### config.mk
export PLATFORM = sky130hd
export DESIGN_NAME = line_follow_sequencer
export DESIGN_NICKNAME = d
export VERILOG_FILES = /design/src/rtl/line_follow_sequencer.sv
export SDC_FILE = /design/constraint.sdc
export NUM_CORES = 1
export LEC_CHECK = 0
export CAP_MARGIN = 30
export CORE_MARGIN = 5
export CORE_UTILIZATION = 35
export DETAILED_ROUTE_END_ITERATION = 6
export MAX_ROUTING_LAYER = met4
export PLACE_DENSITY = 0.59
export SETUP_SLACK_MARGIN = 0.5
export SYNTH_ARGS = -nofsm -noshare
export SYNTH_HDL_FRONTEND = slang
export SYNTH_SLANG_ARGS = --single-unit
### constraint.sdc
create_clock -name clk -period 7 [get_ports clk]
set_input_delay 0.7 -clock clk [delete_from_list [all_inputs] [get_ports clk]]
set_output_delay 0.7 -clock clk [all_outputs]
set_load 0.005 [all_outputs]
### src/rtl/line_follow_sequencer.sv
// rtl/line_follow_sequencer.sv - start/ramp/follow/search/halt sequencer around the bang-bang line follower
// Optional feature macro: LAST_SIDE_EN (SEARCH spins toward the side the line was last seen on).
module line_follow_sequencer #(
    parameter int LOST_CYCLES   = 1000,
    parameter int SEARCH_CYCLES = 5000,
    parameter int RAMP_DIV      = 16,
    parameter int SEARCH_SPEED  = 20
) (
    input  logic       clk,
    input  logic       reset,
    input  logic       start,
    input  logic       stop,
    input  logic       sensor_left,
    input  logic       sensor_right,
    input  logic [5:0] target_speed,
    input  logic [7:0] bb_wheel_left,
    input  logic [7:0] bb_wheel_right,
    output logic       bb_enable,
    output logic [5:0] bb_speed,
    output logic [7:0] wheel_left,
    output logic [7:0] wheel_right,
    output logic [2:0] state,
    output logic       fault
);

    typedef enum logic [2:0] {
        S_IDLE   = 3'd0,
        S_RAMP   = 3'd1,
        S_FOLLOW = 3'd2,
        S_SEARCH = 3'd3,
        S_HALT   = 3'd4
    } state_t;

    localparam int LOST_W   = (LOST_CYCLES > 1)   ? $clog2(LOST_CYCLES)   : 1;
    localparam int SEARCH_W = (SEARCH_CYCLES > 1) ? $clog2(SEARCH_CYCLES) : 1;
    localparam int RAMP_W   = (RAMP_DIV > 1)      ? $clog2(RAMP_DIV)      : 1;

    localparam logic [LOST_W-1:0]   LOST_LAST   = LOST_W'(LOST_CYCLES - 1);
    localparam logic [SEARCH_W-1:0] SEARCH_LAST = SEARCH_W'(SEARCH_CYCLES - 1);
    localparam logic [RAMP_W-1:0]   RAMP_LAST   = RAMP_W'(RAMP_DIV - 1);
    localparam logic [7:0]          SPIN_POS    = 8'(SEARCH_SPEED);
    localparam logic [7:0]          SPIN_NEG    = 8'(-SEARCH_SPEED);

    state_t              state_q, state_d;
    logic [5:0]          bb_speed_q, bb_speed_d;
    logic                bb_enable_q, bb_enable_d;
    logic [7:0]          wheel_left_q, wheel_left_d;
    logic [7:0]          wheel_right_q, wheel_right_d;
    logic                fault_q, fault_d;
    logic [LOST_W-1:0]   lost_cnt_q, lost_cnt_d;
    logic [SEARCH_W-1:0] search_cnt_q, search_cnt_d;
    logic [RAMP_W-1:0]   ramp_cnt_q, ramp_cnt_d;
`ifdef LAST_SIDE_EN
    logic                last_left_q, last_left_d;
`endif

    logic both_low;
    logic any_hit;
    logic driving_next;

    assign both_low = !sensor_left && !sensor_right;
    assign any_hit  = sensor_left || sensor_right;

    always_comb begin
        state_d      = state_q;
        bb_speed_d   = bb_speed_q;
        lost_cnt_d   = lost_cnt_q;
        search_cnt_d = search_cnt_q;
        ramp_cnt_d   = ramp_cnt_q;
`ifdef LAST_SIDE_EN
        last_left_d  = last_left_q;
        if (state_q == S_RAMP || state_q == S_FOLLOW) begin
            if (sensor_left && !sensor_right) begin
                last_left_d = 1'b1;
            end else if (sensor_right && !sensor_left) begin
                last_left_d = 1'b0;
            end
        end
`endif

        case (state_q)
            S_IDLE, S_HALT: begin
                if (start) begin
                    state_d    = S_RAMP;
                    bb_speed_d = 6'd0;
                    lost_cnt_d = '0;
                    ramp_cnt_d = '0;
                end
            end
            S_RAMP: begin
                if (both_low && lost_cnt_q == LOST_LAST) begin
                    state_d      = S_SEARCH;
                    search_cnt_d = '0;
                    lost_cnt_d   = '0;
                end else begin
                    lost_cnt_d = both_low ? lost_cnt_q + LOST_W'(1) : '0;
                    // A target at or below the current speed ends the ramp immediately.
                    if (target_speed <= bb_speed_q) begin
                        bb_speed_d = target_speed;
                        state_d    = S_FOLLOW;
                        lost_cnt_d = '0;
                    end else if (ramp_cnt_q == RAMP_LAST) begin
                        ramp_cnt_d = '0;
                        bb_speed_d = bb_speed_q + 6'd1;
                        if (bb_speed_q + 6'd1 == target_speed) begin
                            state_d    = S_FOLLOW;
                            lost_cnt_d = '0;
                        end
                    end else begin
                        ramp_cnt_d = ramp_cnt_q + RAMP_W'(1);
                    end
                end
            end
            S_FOLLOW: begin
                bb_speed_d = target_speed;
                if (both_low) begin
                    if (lost_cnt_q == LOST_LAST) begin
                        state_d      = S_SEARCH;
                        search_cnt_d = '0;
                        lost_cnt_d   = '0;
                    end else begin
                        lost_cnt_d = lost_cnt_q + LOST_W'(1);
                    end
                end else begin
                    lost_cnt_d = '0;
                end
            end
            S_SEARCH: begin
                // A sensor hit outranks the search timeout in the same cycle.
                if (any_hit) begin
                    state_d    = S_RAMP;
                    bb_speed_d = 6'd0;
                    lost_cnt_d = '0;
                    ramp_cnt_d = '0;
                end else if (search_cnt_q == SEARCH_LAST) begin
                    state_d      = S_HALT;
                    search_cnt_d = '0;
                end else begin
                    search_cnt_d = search_cnt_q + SEARCH_W'(1);
                end
            end
            default: begin
                state_d = S_IDLE;
            end
        endcase

        if (stop) begin
            state_d      = S_IDLE;
            lost_cnt_d   = '0;
            search_cnt_d = '0;
            ramp_cnt_d   = '0;
        end

        // Outputs are registered from the next state so they always agree with state.
        driving_next  = (state_d == S_RAMP) || (state_d == S_FOLLOW);
        bb_enable_d   = driving_next;
        fault_d       = (state_d == S_HALT);
        wheel_left_d  = 8'd0;
        wheel_right_d = 8'd0;
        if (!driving_next) begin
            bb_speed_d = 6'd0;
        end
        if (driving_next) begin
            wheel_left_d  = bb_wheel_left;
            wheel_right_d = bb_wheel_right;
        end else if (state_d == S_SEARCH) begin
`ifdef LAST_SIDE_EN
            wheel_left_d  = last_left_d ? SPIN_NEG : SPIN_POS;
            wheel_right_d = last_left_d ? SPIN_POS : SPIN_NEG;
`else
            wheel_left_d  = SPIN_POS;
            wheel_right_d = SPIN_NEG;
`endif
        end
    end

    always_ff @(posedge clk or posedge reset) begin
        if (reset) begin
            state_q       <= S_IDLE;
            bb_speed_q    <= 6'd0;
            bb_enable_q   <= 1'b0;
            wheel_left_q  <= 8'd0;
            wheel_right_q <= 8'd0;
            fault_q       <= 1'b0;
            lost_cnt_q    <= '0;
            search_cnt_q  <= '0;
            ramp_cnt_q    <= '0;
`ifdef LAST_SIDE_EN
            last_left_q   <= 1'b0;
`endif
        end else begin
            state_q       <= state_d;
            bb_speed_q    <= bb_speed_d;
            bb_enable_q   <= bb_enable_d;
            wheel_left_q  <= wheel_left_d;
            wheel_right_q <= wheel_right_d;
            fault_q       <= fault_d;
            lost_cnt_q    <= lost_cnt_d;
            search_cnt_q  <= search_cnt_d;
            ramp_cnt_q    <= ramp_cnt_d;
`ifdef LAST_SIDE_EN
            last_left_q   <= last_left_d;
`endif
        end
    end

    assign state       = state_q;
    assign bb_speed    = bb_speed_q;
    assign bb_enable   = bb_enable_q;
    assign wheel_left  = wheel_left_q;
    assign wheel_right = wheel_right_q;
    assign fault       = fault_q;

endmodule

# Word-level counts from Yosys, hierarchy flattened
# Cells that the tools add are included.
# Widths: inputs -> output; s select.
[classes]
addsub = 4
order_cmp = 1
eq_ne = 25
n_mux = 47
reduce_logical = 15
[ops]
columns = ["operator", "count"]
rows = [
  ["$mux 10", 10],
  ["$mux 13", 6],
  ["$pmux 10 s4", 1],
  ["$pmux 13 s3", 1],
  ["$mux 6", 6],
  ["$ne 3x3->1 const B", 11],
  ["$mux 3", 10],
  ["$mux 4", 6],
  ["$mux 8", 3],
  ["$pmux 6 s4", 1],
  ["$reduce_and 5->1", 3],
  ["$add 13x1->13 const B", 1],
  ["$eq 13x13->1 const B", 1],
  ["$eq 3x2->1 const B", 4],
  ["$pmux 3 s4", 1],
  ["$pmux 4 s3", 1],
  ["$add 10x1->10 const B", 1],
  ["$eq 10x10->1 const B", 1],
  ["$reduce_bool 4->1", 2],
  ["$add 6x1->6 const B", 1],
  ["$eq 3x1->1 const B", 2],
  ["$eq 3x3->1 const B", 2],
  ["$eq 6x6->1", 1],
  ["$le 6x6->1", 1],
  ["other kinds (12)", 15],
]
[totals]
ff_bits = 54
word_cells = 101

# Longest topological paths before layout
# Gate-level depths: netlist of run 1.
[depth]
ltp_word = 12
depth_mapped = 10
depth_no_buf = 9

# Worst setup path after synthesis of run 1
# No wires, ideal clock.
[synth_timing]
kind = "input port to flip-flop"
from = "in target_speed[4]"
to = "reg bb_speed_q[2], in the netlist bb_speed[2]"
setup_ns = 0.142
arrival_time_ns = 2.507
slack_ns = 4.352
path_stages = 9
path_cell_list = "ha_1 a41o_1 a21oi_1 a211oi_4 and2_4 nor3_4 xnor2_2 buf_4 nor3_1"
[synth_via]
elab_chain_cells = 11
elab_cells_between_ends = 21
[synth_rtl]
columns = ["item", "line", "text"]
rows = [
  ["start: declaration", "15", "input logic [5:0] target_speed,"],
  ["parallel branches: the longest is 11 deep, another holds $le 6x6->1", "n/a", ""],
  ["end signal: assignment", "193", "bb_speed_q <= bb_speed_d;"],
  ["end: declaration", "45", "logic [5:0] bb_speed_q, bb_speed_d;"],
]
# Several ways; the timed one is not identified. The select of a mux whose other input is x is not followed.
# A chain may end at the register's enable or synchronous reset.

# Worst setup path in the final report of run 1
[layout_timing]
from = "in target_speed[5]"
to = "reg wheel_left_q[1], in the netlist wheel_left[1]"
[layout_via]
elab_chain_cells = 10
elab_cells_between_ends = 12
[layout_rtl]
columns = ["item", "line", "text"]
rows = [
  ["parallel branches: the longest is 3 deep, another holds $le 6x6->1", "n/a", ""],
  ["$mux 3 (*)", "98", "if (target_speed <= bb_speed_q) begin"],
  ["$mux 3 (*)", "91", "if (both_low && lost_cnt_q == LOST_LAST) begin"],
  ["$pmux 3 s4 (*)", "81", "case (state_q)"],
  ["$mux 3 (*)", "147", "if (stop) begin"],
  ["$eq 3x1->1 / $eq 3x2->1 (equally long branches)", "155", "driving_next = (state_d == S_RAMP) || (state_d == S_FOLLOW);"],
  ["$logic_or 1x1->1 (*)", "155", ""],
  ["$mux 8 (*)", "163", "if (driving_next) begin"],
  ["named net wheel_left_d[1]", "47", "logic [7:0] wheel_left_q, wheel_left_d;"],
  ["end signal: assignment", "195", "wheel_left_q <= wheel_left_d;"],
  ["end: declaration", "47", ""],
]
# Mark *: on every way through the listed nets, which the timed path passes.

==> results.cfg, run 1 <==
[status]
status = complete, no violations

[min_path]
min_path_cells = 1
min_from = search_cnt_q[12]$_DFFE_PP0P_
hold_end = search_cnt_q[12]$_DFFE_PP0P_
holdCritPathClass = flop to flop

[detailed_routing]
route.detailed.drc = 0
dr.pass1.iters = 4
wl_per_cell_um = 14.9
postRouteAntennaNets = 0
drtIter0Drc = 256
routed_wl_mm = 7.23
num_vias = 2589
via_per_inst = 5.34

[timing]
hold_ws_ns = 0.503
worst_slew_pin_slew_ns = 0.713
slew_headroom = 0.522
fmax_mhz = 315
finClkSkew_ns = 0.00980
grt_setup_unrepaired = no
final.period_utilization = 0.454
drv_slew = 0
hold_violations = 0
fin_crit_ns = 3.18
setup_viol = 0
setup-tns-final_ns = 0

[clocking]
ctsLongestPathBuffers = 2
cts_setup_buffers = 0
cts-root-buf = clkbuf_8
cts_sinks = 54
cts_resized = 0
postCtsHoldBufs = 0
clk_latency_ns = 0.32
numCtsBuffers = 5
tritoncts = yes
path_clk_slew_ns = 0.10
htreeDepth = 2

[cells_and_area]
drive_above_1_share = 0.0716
synthToLayoutAreaGrowth_pct = 24.4
nets = 414
finalNonFillerCells = 485
final_cell_mix = 54 x dfrtp_1, 54 x clkdlybuf4s50_1, 34 x o21ai_0
antennaDiodeCount = 0
final_core_util = 0.441

[setup_path]
worstSetupPathType = input port to flop
path_cells = clkdlybuf4s50_1, ha_1, nand4_1, o21bai_1, a211oi_4, and2_4, nor3_4, xnor2_2, nor3b_1
rr_startpoint = bb_speed[4]$_DFFE_PP0P_
start_kind = input port
crit_family = compound AO/OA/AOI/OAI gates
crit_fanout = 16
crit_slowest_cell = xnor2_2
max_stage_delay_ns = 0.57
crit_buf_inv = 1
cp.depth = 9
crit_start = target_speed[5]
reg2reg_to = wheel_left[1]$_DFF_PP0_
reg2reg_slack_ns = 4.14
worstPathRequired_ns = 7.18
reg2regPathDepth = 9
critPathArrivalTime_ns = 3.35
end_kind = flop

[global_route]
grt_usage = 0.140
grt_overflow = 0
grt_pass1_wl_mm = 12.5
grt_pass1_vias = 2564
grt_max_degree = 55
met3_usage = 0.0305
met1_usage = 0.182
gr-max-usage-layer = met2
grt_use_met2 = 0.223
antenna_found_initial = 0

[synthesis]
synth_cell_types = 59
post_synth.cell_area_avg_sq_um = 9.51
syn_nets = 360
netlist_instances = 322
ys.flop_type = dfrtp_1
netlist_area_sq_mm = 0.00306
ys_warn_count = 0
ys_seq_elements = 54
synth_edf_count = 0
ys_seq_area_frac = 0.441
synthArstFlopShare = 1.00

[run]
max_cap_violations = 0

[placement]
portBuffers = 54
numPlacedInstances = 477
dpl.hpwl_mm = 5.31
gp_congestion = 0.834

[floorplanning]
io_pins = 55
die_w_um = 104
die-area_sq_mm = 0.0107
initial_core_util = 0.355
rows = 34
die_h_um = 104
coreArea_sq_mm = 0.00864

[power]
cellPowerDensity_mw_per_mm2 = 180
p_total_uw = 687
p_leak_uw = 0.00163
peakVddDrop_v = 0.0000690
## synth_stat cells, types with 3 or more instances
master	count	share of area
nor2_1	31	0.038
dfrtp_1	54	0.44
a31oi_1	4	0.0082
inv_1	11	0.013
nor3b_1	11	0.027
a21oi_1	14	0.023
ha_1	10	0.041
nand4_1	6	0.012
and3_1	12	0.025
xnor2_1	4	0.011
a21o_1	10	0.025
o21a_1	3	0.0074
nand2_1	24	0.029
a22oi_1	3	0.0074
nor2b_1	4	0.0082
a2111oi_1	3	0.0098
or2_2	4	0.0082
nand3_1	12	0.020
nand4b_1	4	0.011
clkbuf_1	6	0.0074
xor2_1	3	0.0086
nand2b_1	3	0.0061
nor3_1	6	0.0098
o21ai_0	34	0.056
## worst max-delay path by stage
stage	endpoint	slack (ns)
after global routing	bb_speed[4]$_DFFE_PP0P_	3.60
after CTS	wheel_left[1]$_DFF_PP0_	3.81
after floorplan	bb_speed[2]$_DFFE_PP0P_	4.35
final	wheel_left[1]$_DFF_PP0_	3.82
after detailed placement	wheel_left[1]$_DFF_PP0_	3.49
after global placement	bb_speed[4]$_DFFE_PP0P_	3.49
## layer usage
metal / vias to the layer above / wire [um]
met5: - / 0
met1: 1238 / 3420
met2: 55 / 3390
li1: 1287 / -
met3: 9 / 330
met4: 0 / 89
## registers in the layout, indices dropped and copies added (netlist names), 3 cells and up
signal,flops
bb_speed,6
lost_cnt_q,10
ramp_cnt_q,4
search_cnt_q,13
state,3
wheel_left,8
wheel_right,8
## kinds of logic (layout without fill, tap and decap cells)
| group | Yosys count | in the layout | share of synthesized area |
|---|---|---|---|
| adders and majority gates | 10 | 10 | 0.0409 |
| AOI/OAI and AO/OA | 94 | 94 | 0.203 |
| and+or+nand+nor | 133 | 133 | 0.241 |
| buffers and inverters | 20 | 75 | 0.0266 |
| xor gates and xnor gates | 11 | 11 | 0.0478 |
| DFF | 54 | 54 | 0.441 |
## area by class of cell
type,instances,area [sq um]
Inverter,11,41.3
Multi-Input combinational cell,248,1630
Clock inverter,3,28.8
Timing Repair Buffer,56,556
Fill cell,849,4830
Tap cell,108,135
Sequential cell,54,1350
Clock buffer,5,68.8
## per-stage QoR
stage          area, sq um  setup WS, ns
2_1_floorplan         3060          4.35
3_3_place_gp          3700          3.49
4_1_cts               3810          3.81
3_5_place_dp          3710          3.49
5_1_grt               3810          3.60
6_report              3810          3.82
## where the power goes
group          switching (uW)  internal, uW
Combinational            75.1          79.9
Clock                     114          75.1
Sequential               14.5           328
Total                     204           483
(Power assumes the default switching activity.)
==> run 2: changes to the inputs <==
--- a/config.mk
+++ b/config.mk
@@ -10,7 +10,7 @@
 export CORE_UTILIZATION = 35
 export DETAILED_ROUTE_END_ITERATION = 6
 export MAX_ROUTING_LAYER = met4
-export PLACE_DENSITY = 0.59
+export PLACE_DENSITY = 0.61
 export SETUP_SLACK_MARGIN = 0.5
 export SYNTH_ARGS = -nofsm -noshare
 export SYNTH_HDL_FRONTEND = slang
==> constraint.sdc (replaced) <==
create_clock -name clk -period 2.58 [get_ports clk]
set_input_delay 0.258 -clock clk [delete_from_list [all_inputs] [get_ports clk]]
set_output_delay 0.258 -clock clk [all_outputs]
set_load 0.005 [all_outputs]
==> run 2 against run 1 <==
  * First-iteration DRC count fell by 46%
  * Sequential power rose to 2.7 times the previous value
  * Count of clock-buffer cells in the layout unchanged
  * Critical endpoint is now lost_cnt_q[7]$_DFFE_PP0P_
==> results.cfg, run 2 (synthesis results as in run 1) <==
[status]
status = complete, no violations

[detailed_routing]
routed_wl_mm = 8.99
route.detailed.drc = 0
num_vias = 2936
via_per_inst = 5.30
drtIter0Drc = 137
wl_per_cell_um = 16.2
postRouteAntennaNets = 0
dr.pass1.iters = 4

[global_route]
grt_pass1_wl_mm = 14.0
grt_overflow = 0
grt_pass1_vias = 2801
antenna_found_initial = 0
grt_usage = 0.159
grt_max_degree = 30

[clocking]
cts-root-buf = clkbuf_8
numCtsBuffers = 5
tritoncts = yes
path_clk_slew_ns = 0.11
clk_latency_ns = 0.31
cts_sinks = 54
ctsLongestPathBuffers = 2
htreeDepth = 2

[timing]
worst_slew_pin_slew_ns = 0.633
hold_violations = 0
finClkSkew_ns = 0.00982
hold_ws_ns = 0.306
drv_slew = 0
setup_viol = 0
fmax_mhz = 410
grt_setup_unrepaired = yes
setup_slack_ns = 0.142
slew_headroom = 0.577
final.period_utilization = 0.945
fin_crit_ns = 2.44
setup-tns-final_ns = 0

[floorplanning]
rows = 34
coreArea_sq_mm = 0.00864
initial_core_util = 0.355
io_pins = 55
die-area_sq_mm = 0.0107
die_h_um = 104
die_w_um = 104

[cells_and_area]
postLayoutCellArea_sq_mm = 0.00484
drive_above_1_share = 0.352
final_common_cell = clkdlybuf4s50_1
largest_reg_flops = 13
synthToLayoutAreaGrowth_pct = 58.1
antennaDiodeCount = 0
final_cell_mix = 53 x clkdlybuf4s50_1, 50 x dfrtp_1, 46 x buf_4
largest-register = search_cnt_q
top_regs = search_cnt_q x13, lost_cnt_q x10
nets = 483

[placement]
gp_congestion = 0.883
dpl.hpwl_mm = 5.91
portBuffers = 54
post_dp_cell_area_sq_mm = 0.00405
dp_slack_ns = -0.105

[setup_path]
worstSetupPathType = flop to flop
critPathArrivalTime_ns = 2.64
worstPathRequired_ns = 2.78
start_kind = flop
crit_start = bb_speed[2]$_DFFE_PP0P_
end_kind = flop
crit_fanout = 6
rr_startpoint = bb_speed[2]$_DFFE_PP0P_
reg2regPathDepth = 10

[power]
cellPowerDensity_mw_per_mm2 = 456
p_leak_uw = 0.00205
p_total_uw = 2210
peakVddDrop_v = 0.000253

[run]
max_cap_violations = 0

[min_path]
holdCritPathClass = input port to asynchronous set/reset pin
==> run 2: critical path, stage by stage (launching register included) <==
cell,delay [ns]
dfrtp_2,0.43
buf_6,0.14
xor3_1,0.37
nor4_2,0.30
o2111ai_2,0.17
and2_4,0.20
buf_6,0.11
o21ai_4,0.24
buf_6,0.16
nor2b_1,0.04
o21a_1,0.16
==> run 2: timing repair <==
| action | 4_1_cts | 5_1_grt |
|---|---|---|
| gates resized for setup | 65 | 40 |
| hold buffers | 0 | 0 |
| gates cloned | 2 | 1 |
| endpoints found under the setup margin | 50 | 52 |
| hold endpoints to repair | 0 | 0 |
| pin swaps | 20 | 17 |
| buffers inserted | 23 | 11 |
==> run 2: cell type report <==
class                   count  area, sq um
flip-flops and latches     54         1360
clock buffers               5         68.8
multi-input cells         249         2040
well taps                 108          135
clock inverters             3         28.8
inverters                  11         43.8
repair buffers            124         1170
fillers                   749         3800
==> run 2: path summary, 6_finish.rpt <==
check | end | slack [ns]
setup / recovery | lost_cnt_q[7]$_DFFE_PP0P_ | 0.14
hold / removal | wheel_left[3]$_DFF_PP0_ | 0.31
setup reg to reg | lost_cnt_q[7]$_DFFE_PP0P_ | 0.14
hold reg to reg | search_cnt_q[12]$_DFFE_PP0P_ | 0.49
max in group asynchronous | search_cnt_q[0]$_DFFE_PP0P_ | 1.69
min in group clk | search_cnt_q[12]$_DFFE_PP0P_ | 0.49
==> run 2: metrics by stage <==
stage / cells / util
2_1_floorplan: 322 / -
3_3_place_gp: 509 / 0.469
3_5_place_dp: 509 / 0.469
4_1_cts: 542 / 0.531
5_1_grt: 554 / 0.560
6_report: 554 / 0.560
==> run 2: power breakdown <==
group	leakage, uW	switching (uW)	internal, uW
clock network	0.0000502	307	202
logic	0.00127	345	430
registers	0.000735	31.2	891
total	0.00205	682	1520
==> run 2: per-layer routing <==
layer / routed length [um] / part of all wire / vias to the layer above / GRT usage
met5: 0 / 0 / - / -
met3: 270 / 0.030 / 4 / 0.0280
li1: - / - / 1432 / -
met2: 4800 / 0.53 / 49 / 0.284
met1: 3870 / 0.43 / 1451 / 0.193
met4: 51 / 0.0057 / 0 / 0.0216
